**src/rtl/game_pkg.sv**
```systemverilog
// Shared definitions for the falling-block game engine: operation codes,
// button indices and the 4-bit operation type.
package game_pkg;

  typedef logic [3:0] op_t;

  // Engine command codes; left and start share a code on purpose
  localparam op_t OP_NONE   = 4'd0;
  localparam op_t OP_LEFT   = 4'd1;
  localparam op_t OP_START  = 4'd1;
  localparam op_t OP_RIGHT  = 4'd2;
  localparam op_t OP_ROTATE = 4'd3;
  localparam op_t OP_DROP   = 4'd5;

  // Bit positions within btn_raw
  localparam int NUM_BTNS   = 5;
  localparam int BTN_LEFT   = 0;
  localparam int BTN_RIGHT  = 1;
  localparam int BTN_ROTATE = 2;
  localparam int BTN_DROP   = 3;
  localparam int BTN_START  = 4;

endpackage

```
**src/rtl/btn_debounce.sv**
```systemverilog
// One push-button: 2-flop synchroniser followed by a debouncer that only
// accepts a new level after DEBOUNCE_CYCLES consecutive differing samples.
// rise pulses for one cycle together with the debounced 0->1 transition.
module btn_debounce #(
  parameter int DEBOUNCE_CYCLES = 250000
) (
  input  logic clk,
  input  logic rst_n,
  input  logic raw,
  output logic level,
  output logic rise
);

  localparam int CW = $clog2(DEBOUNCE_CYCLES + 1);

  logic [1:0]    sync_reg;
  logic [CW-1:0] cnt_reg;
  logic          level_reg;
  logic          rise_reg;

  // Bring the asynchronous button into the clock domain
  always_ff @(posedge clk or negedge rst_n) begin
    if (!rst_n) sync_reg <= '0;
    else        sync_reg <= {sync_reg[0], raw};
  end

  // Count consecutive disagreeing cycles; any agreement (bounce) restarts the count
  always_ff @(posedge clk or negedge rst_n) begin
    if (!rst_n) begin
      cnt_reg   <= '0;
      level_reg <= 1'b0;
      rise_reg  <= 1'b0;
    end else begin
      rise_reg <= 1'b0;
      if (sync_reg[1] != level_reg) begin
        if (cnt_reg == CW'(DEBOUNCE_CYCLES - 1)) begin
          level_reg <= sync_reg[1];
          rise_reg  <= sync_reg[1];
          cnt_reg   <= '0;
        end else begin
          cnt_reg <= cnt_reg + CW'(1);
        end
      end else begin
        cnt_reg <= '0;
      end
    end
  end

  assign level = level_reg;
  assign rise  = rise_reg;

endmodule

```
**src/rtl/frame_input_ctrl.sv**
```systemverilog
// Input stage: debounces five buttons, keeps one pending flag per button,
// and on each vsync falling edge issues the highest-priority pending button
// as an operation code while advancing framenumber.
// Optional feature macro: INPUT_AUTOREPEAT_EN (auto-repeat for left/right/drop).
module frame_input_ctrl
  import game_pkg::*;
#(
  parameter int DEBOUNCE_CYCLES     = 250000,
  parameter int REPEAT_DELAY_FRAMES = 16,
  parameter int REPEAT_RATE_FRAMES  = 4
) (
  input  logic       clk,
  input  logic       rst_n,
  input  logic [4:0] btn_raw,
  input  logic       vsync,
  output logic [3:0] operation,
  output logic [9:0] framenumber
);

  logic [NUM_BTNS-1:0] level;
  logic [NUM_BTNS-1:0] rise;
  logic [NUM_BTNS-1:0] rep_set;
  logic [NUM_BTNS-1:0] pending_reg;
  logic [NUM_BTNS-1:0] pending_next;
  logic [NUM_BTNS-1:0] clr;
  logic [2:0]          vs_sync_reg;
  logic                tick_reg;
  op_t                 arb_op;
  op_t                 op_reg;
  logic [9:0]          fn_reg;
  logic                unused_levels;

  genvar gi;
  generate
    for (gi = 0; gi < NUM_BTNS; gi++) begin : g_btn
      btn_debounce #(
        .DEBOUNCE_CYCLES(DEBOUNCE_CYCLES)
      ) u_db (
        .clk  (clk),
        .rst_n(rst_n),
        .raw  (btn_raw[gi]),
        .level(level[gi]),
        .rise (rise[gi])
      );
    end
  endgenerate

  // Only the repeatable buttons look at the held level
  assign unused_levels = ^level;

  // Synchronise vsync; the third stage gives the previous value for edge detection
  always_ff @(posedge clk or negedge rst_n) begin
    if (!rst_n) vs_sync_reg <= '0;
    else        vs_sync_reg <= {vs_sync_reg[1:0], vsync};
  end

  // One-cycle frame tick on a synchronised vsync falling edge
  always_ff @(posedge clk or negedge rst_n) begin
    if (!rst_n) tick_reg <= 1'b0;
    else        tick_reg <= vs_sync_reg[2] & ~vs_sync_reg[1];
  end

`ifdef INPUT_AUTOREPEAT_EN
  localparam int RW = $clog2(REPEAT_DELAY_FRAMES + REPEAT_RATE_FRAMES + 1);

  generate
    for (gi = 0; gi < NUM_BTNS; gi++) begin : g_rep
      if (gi == BTN_LEFT || gi == BTN_RIGHT || gi == BTN_DROP) begin : g_on
        logic [RW-1:0] rep_cnt_reg;
        logic          at_wrap;
        logic          at_delay;

        // After the first repeat the counter loops DELAY .. DELAY+RATE-1
        assign at_wrap  = (rep_cnt_reg == RW'(REPEAT_DELAY_FRAMES + REPEAT_RATE_FRAMES - 1));
        assign at_delay = (rep_cnt_reg == RW'(REPEAT_DELAY_FRAMES - 1));
        assign rep_set[gi] = tick_reg & level[gi] & (at_wrap | at_delay);

        // Count held frames; release clears the count but leaves pending alone
        always_ff @(posedge clk or negedge rst_n) begin
          if (!rst_n)         rep_cnt_reg <= '0;
          else if (!level[gi]) rep_cnt_reg <= '0;
          else if (tick_reg)  rep_cnt_reg <= at_wrap ? RW'(REPEAT_DELAY_FRAMES)
                                                     : rep_cnt_reg + RW'(1);
        end
      end else begin : g_off
        assign rep_set[gi] = 1'b0;
      end
    end
  endgenerate
`else
  localparam int unused_repeat_cfg = REPEAT_DELAY_FRAMES + REPEAT_RATE_FRAMES;
  assign rep_set = '0;
`endif

  // Fixed-priority pick: rotate > left > start > right > drop
  always_comb begin
    arb_op = OP_NONE;
    clr    = '0;
    if (pending_reg[BTN_ROTATE]) begin
      arb_op          = OP_ROTATE;
      clr[BTN_ROTATE] = 1'b1;
    end else if (pending_reg[BTN_LEFT]) begin
      arb_op        = OP_LEFT;
      clr[BTN_LEFT] = 1'b1;
    end else if (pending_reg[BTN_START]) begin
      arb_op         = OP_START;
      clr[BTN_START] = 1'b1;
    end else if (pending_reg[BTN_RIGHT]) begin
      arb_op         = OP_RIGHT;
      clr[BTN_RIGHT] = 1'b1;
    end else if (pending_reg[BTN_DROP]) begin
      arb_op        = OP_DROP;
      clr[BTN_DROP] = 1'b1;
    end
  end

  // Sets win over a same-cycle clear, so a coinciding repeat is not lost
  always_comb begin
    pending_next = pending_reg;
    if (tick_reg) pending_next = pending_next & ~clr;
    pending_next = pending_next | rise | rep_set;
  end

  // Pending flags update every cycle; outputs only move on a tick
  always_ff @(posedge clk or negedge rst_n) begin
    if (!rst_n) begin
      pending_reg <= '0;
      op_reg      <= OP_NONE;
      fn_reg      <= '0;
    end else begin
      pending_reg <= pending_next;
      if (tick_reg) begin
        op_reg <= arb_op;
        fn_reg <= fn_reg + 10'd1;
      end
    end
  end

  assign operation   = op_reg;
  assign framenumber = fn_reg;

endmodule

```
**config.mk**
```make
export PLATFORM = sky130hd
export DESIGN_NAME = frame_input_ctrl
export DESIGN_NICKNAME = d
export VERILOG_FILES = /design/src/rtl/game_pkg.sv /design/src/rtl/btn_debounce.sv /design/src/rtl/frame_input_ctrl.sv
export SDC_FILE = /design/constraint.sdc
export NUM_CORES = 1
export LEC_CHECK = 0
export ABC_AREA = 1
export CORE_MARGIN = 1
export CORE_UTILIZATION = 44
export DETAILED_ROUTE_END_ITERATION = 6
export PLACE_DENSITY = 0.59
export SYNTH_ARGS = -nofsm -noshare
export SYNTH_HDL_FRONTEND = slang
export SYNTH_SLANG_ARGS = --single-unit
export TNS_END_PERCENT = 30
```
**constraint.sdc**
```tcl
create_clock -name clk -period 1.7 [get_ports clk]
set_input_delay 0.255 -clock clk [delete_from_list [all_inputs] [get_ports clk]]
set_output_delay 0.255 -clock clk [all_outputs]
set_load 0.01 [all_outputs]
```
==> results of run 1 <==
logic make-up after synthesis:
group           count (synthesis)
buf+inv                        90
simple gates                  491
flops                         132
compound gates                 43
fa+ha+maj                       6
other cells                     1
xor+xnor                       49
final cells by class:
cell class | instances | area [µm²] | area share (%)
tap | 184 | 230 | 2.97
multi-input combinational | 590 | 3050 | 39.3
sequential | 132 | 3310 | 42.6
clock buffer | 23 | 498 | 6.41
inverter | 88 | 333 | 4.29
timing repair buffer | 25 | 269 | 3.46
clock inverter | 8 | 75.1 | 0.967
stage by stage:
stage,hold WS (ns),cell area [µm²]
4_1_cts,0.255,7760
3_3_place_gp,0.201,7170
3_5_place_dp,0.203,7170
6_report,0.274,7760
2_1_floorplan,-0.0406,6710
5_1_grt,0.258,7760
cells in the mapped netlist, types with 11 or more instances:
| cell type | n | area share [%] |
|---|---|---|
| xor2_1 | 40 | 5.2 |
| dfrtp_1 | 132 | 49 |
| nand4_1 | 16 | 1.5 |
| nor2_1 | 191 | 11 |
| o21bai_1 | 11 | 1.2 |
| nand2_1 | 148 | 8.3 |
| o21ai_0 | 11 | 0.82 |
| nand3_1 | 59 | 4.4 |
| nor2_2 | 19 | 1.8 |
| inv_1 | 80 | 4.5 |
| a21oi_1 | 11 | 0.82 |
| nand2_2 | 18 | 1.7 |
worst register-to-register path, delay by kind of cell (launching register included):
| kind | cells | cell delay [ns] |
|---|---|---|
| DFF | 1 | 0.38 |
| adders and majority gates | 1 | 0.21 |
| and+or+nand+nor | 6 | 0.78 |
worst max path at each step:
stage	endpoint	slack, ns	cells past startpoint
2_1_floorplan	g_btn[4].u_db.cnt_reg[11]	0.41	8
3_3_place_gp	framenumber[7]	0.28	6
3_5_place_dp	g_btn[4].u_db.cnt_reg[14]	0.24	7
4_1_cts	framenumber[4]	0.00006	1
5_1_grt	framenumber[1]	0.02	1
6_report	framenumber[2]	0.06	1
layer usage:
layer	up-vias	routed length, µm	share of wire (%)
li1	2637	-	-
met1	2397	6180	47
met2	79	6290	48
met3	22	419	3.2
met4	0	280	2.1
met5	-	0	0
what timing repair did:
| item | in CTS | in global routing |
|---|---|---|
| resized for setup | 2 | 3 |
| setup endpoints to repair | 2 | 3 |
| hold buffers | 1 | 0 |
| pin swaps | 0 | 0 |
| gates cloned | 0 | 0 |
| hold endpoints to repair | 37 | 0 |
power groups by stage:
| stage | registers (mW) | clock network (mW) | logic (mW) |
|---|---|---|---|
| after global routing | 3.40 | 3.70 | 0.587 |
| after detailed placement | 3.44 | 0 | 0.530 |
| final | 3.39 | 3.48 | 0.521 |
| after CTS | 3.39 | 3.58 | 0.536 |
| after floorplan | 3.43 | 0 | 0.231 |
| after global placement | 3.43 | 0 | 0.519 |
==> qor.txt, run 1 <==
Skew final - 0.00568 ns
CP cell instances - clkdlybuf4s50_1
Crit-path max cell delay - 0.55 ns
Drt initial violations - 339
GP Congestion - 0.928
First-pass GRT wire length - 23.2 mm
Final hold vios - 0
Psw - 1.71 mW
Die H - 125 µm
Clock sink total - 132
Routed Antenna Nets - 0
Fin Setup TNS - 0 ns
Register share of total power - 45.9%
WHS Endpoint - g_btn[4].u_db.sync_reg[0]
Clk Latency, worst-skew pair - 0.42 ns
CTS root buffer - clkbuf_16
Vias - 5135
WS Path Type - register to primary output
Total GRT Usage - 18.6%
Comb pwr share - 7.0%
Total design power - 7.39 mW
Routed len/inst - 12.5 µm
Post-synthesis simple-gate area fraction - 33.7%
Xor-xnor portion of the synthesized cell area - 6.96%
Drt drc - 3
Worst hold path type - input pin to register
WP data arrival - 1.38 ns
Crit path max fanout - 4
Fillcell total - 1384
Mapped Nets - 826
Yosys warns - 0
Max reg flops - 90
Most common cell after layout, fill and taps aside - nor2_1
Initial core utilization - 45.6%
Post-layout util - 52.8%
H-tree Lvls - 4
Dpl hpwl - 9.69 mm
First-pass DRT Iterations - 7
FF+latch count, synth - 132
Worst hold path depth - 1
Max_cap viols - 0
Die width - 125 µm
Minimum clock period - 1.64 ns
Antenna violations before repair - 0
Largest net degree at the start of global routing - 42
FF-to-FF setup slack - 0.22 ns
Final Cycle Share - 96.3%
Crit. Startpoint - framenumber[2]
Clock power frac - 47.1%
Worst reg2reg path endpoint - g_btn[4].u_db.cnt_reg[14]
CTS tree - yes
Critical Path RT - 1.44 ns
Max Fclk - 0.611 GHz
Core area - 14700 µm²
Final setup fails - 0
GRT overflow - 0
CP max-delay cell - clkdlybuf4s50_1
Fin nets - 868
Synth unique cells - 33
Layout cell share with drive strength beyond 1 - 12.5%
Met3 GRT Util - 3.77%
Mux cell area share after synthesis - 0%
Row cnt - 44
Power density over the cells - 951 nW/µm²
Avg Inst Size Synth - 8.26 µm²
Postcts setup bufs - 0
Clock buffer depth - 2
Area growth syn-to-layout - 15.8%
Min-delay src - btn_raw[4]
Grt met1 use - 24.4%
DR vias/cell - 4.89
VDD IR max - 0.000809 V
RSZ-0062 raised after global routing - false
WP buf/inv - 1
Clock slew at reported path FFs - 0.06 ns
Crit path max-delay family - buffers and inverters
Adder-cell share of the synthesized area - 1.12%
# placed instances - 1018
Reported leakage power - 3.30 nW
Final wirelength - 13.2 mm
Post-Synthesis Cells - 812
FF-to-FF path depth - 7
Non-filler cells, final - 1050
Port bufs - 20
Die area - 15700 µm²
Seq/Total Area, Yosys - 49.3%
Internal - 5.68 mW
CTS buffer count - 17
Antenna diodes - 0
Vias in the first global route - 5058
Status - finished, violations left
Complex-gate fraction of the synthesized area - 3.66%
GR Layer Usage met2 - 29.3%
Reg2Reg Launch Point - g_btn[4].u_db.cnt_reg[0]
Slew Limit Fails - 0
Worst setup SP type - register
Sw Ratio - 23.1%
I/O Pins - 22
Post-Place Setup Slack - 0.238 ns
Main combinational cell family by area after synthesis - simple AND/OR/NAND/NOR gates
Setup ws final - 0.0636 ns
CP endpoint kind - primary output
Dominant synthesized flop cell - dfrtp_1
Async SR Flop Fraction - 100%
Violations in the final reports - design-rule violations
Commonest cells after routing, fill and taps aside - 191 x nor2_1, 148 x nand2_1, 128 x dfrtp_1, 80 x inv_1, 59 x nand3_1
Post-synth EDFFs - 0
Global routing's busiest layer - met2
Cell area after synthesis - 6710 µm²
Power figures use the tool's default switching activity.
==> run 2: changes to the inputs <==
--- a/config.mk
+++ b/config.mk
@@ -6,6 +6,7 @@
 export NUM_CORES = 1
 export LEC_CHECK = 0
 export ABC_AREA = 1
+export ABC_CLOCK_PERIOD_IN_PS = 1700
 export CORE_MARGIN = 1
 export CORE_UTILIZATION = 44
 export DETAILED_ROUTE_END_ITERATION = 6
==> results of run 2 <==
The final DEF is identical to that of run 1; final timing and power are the same.
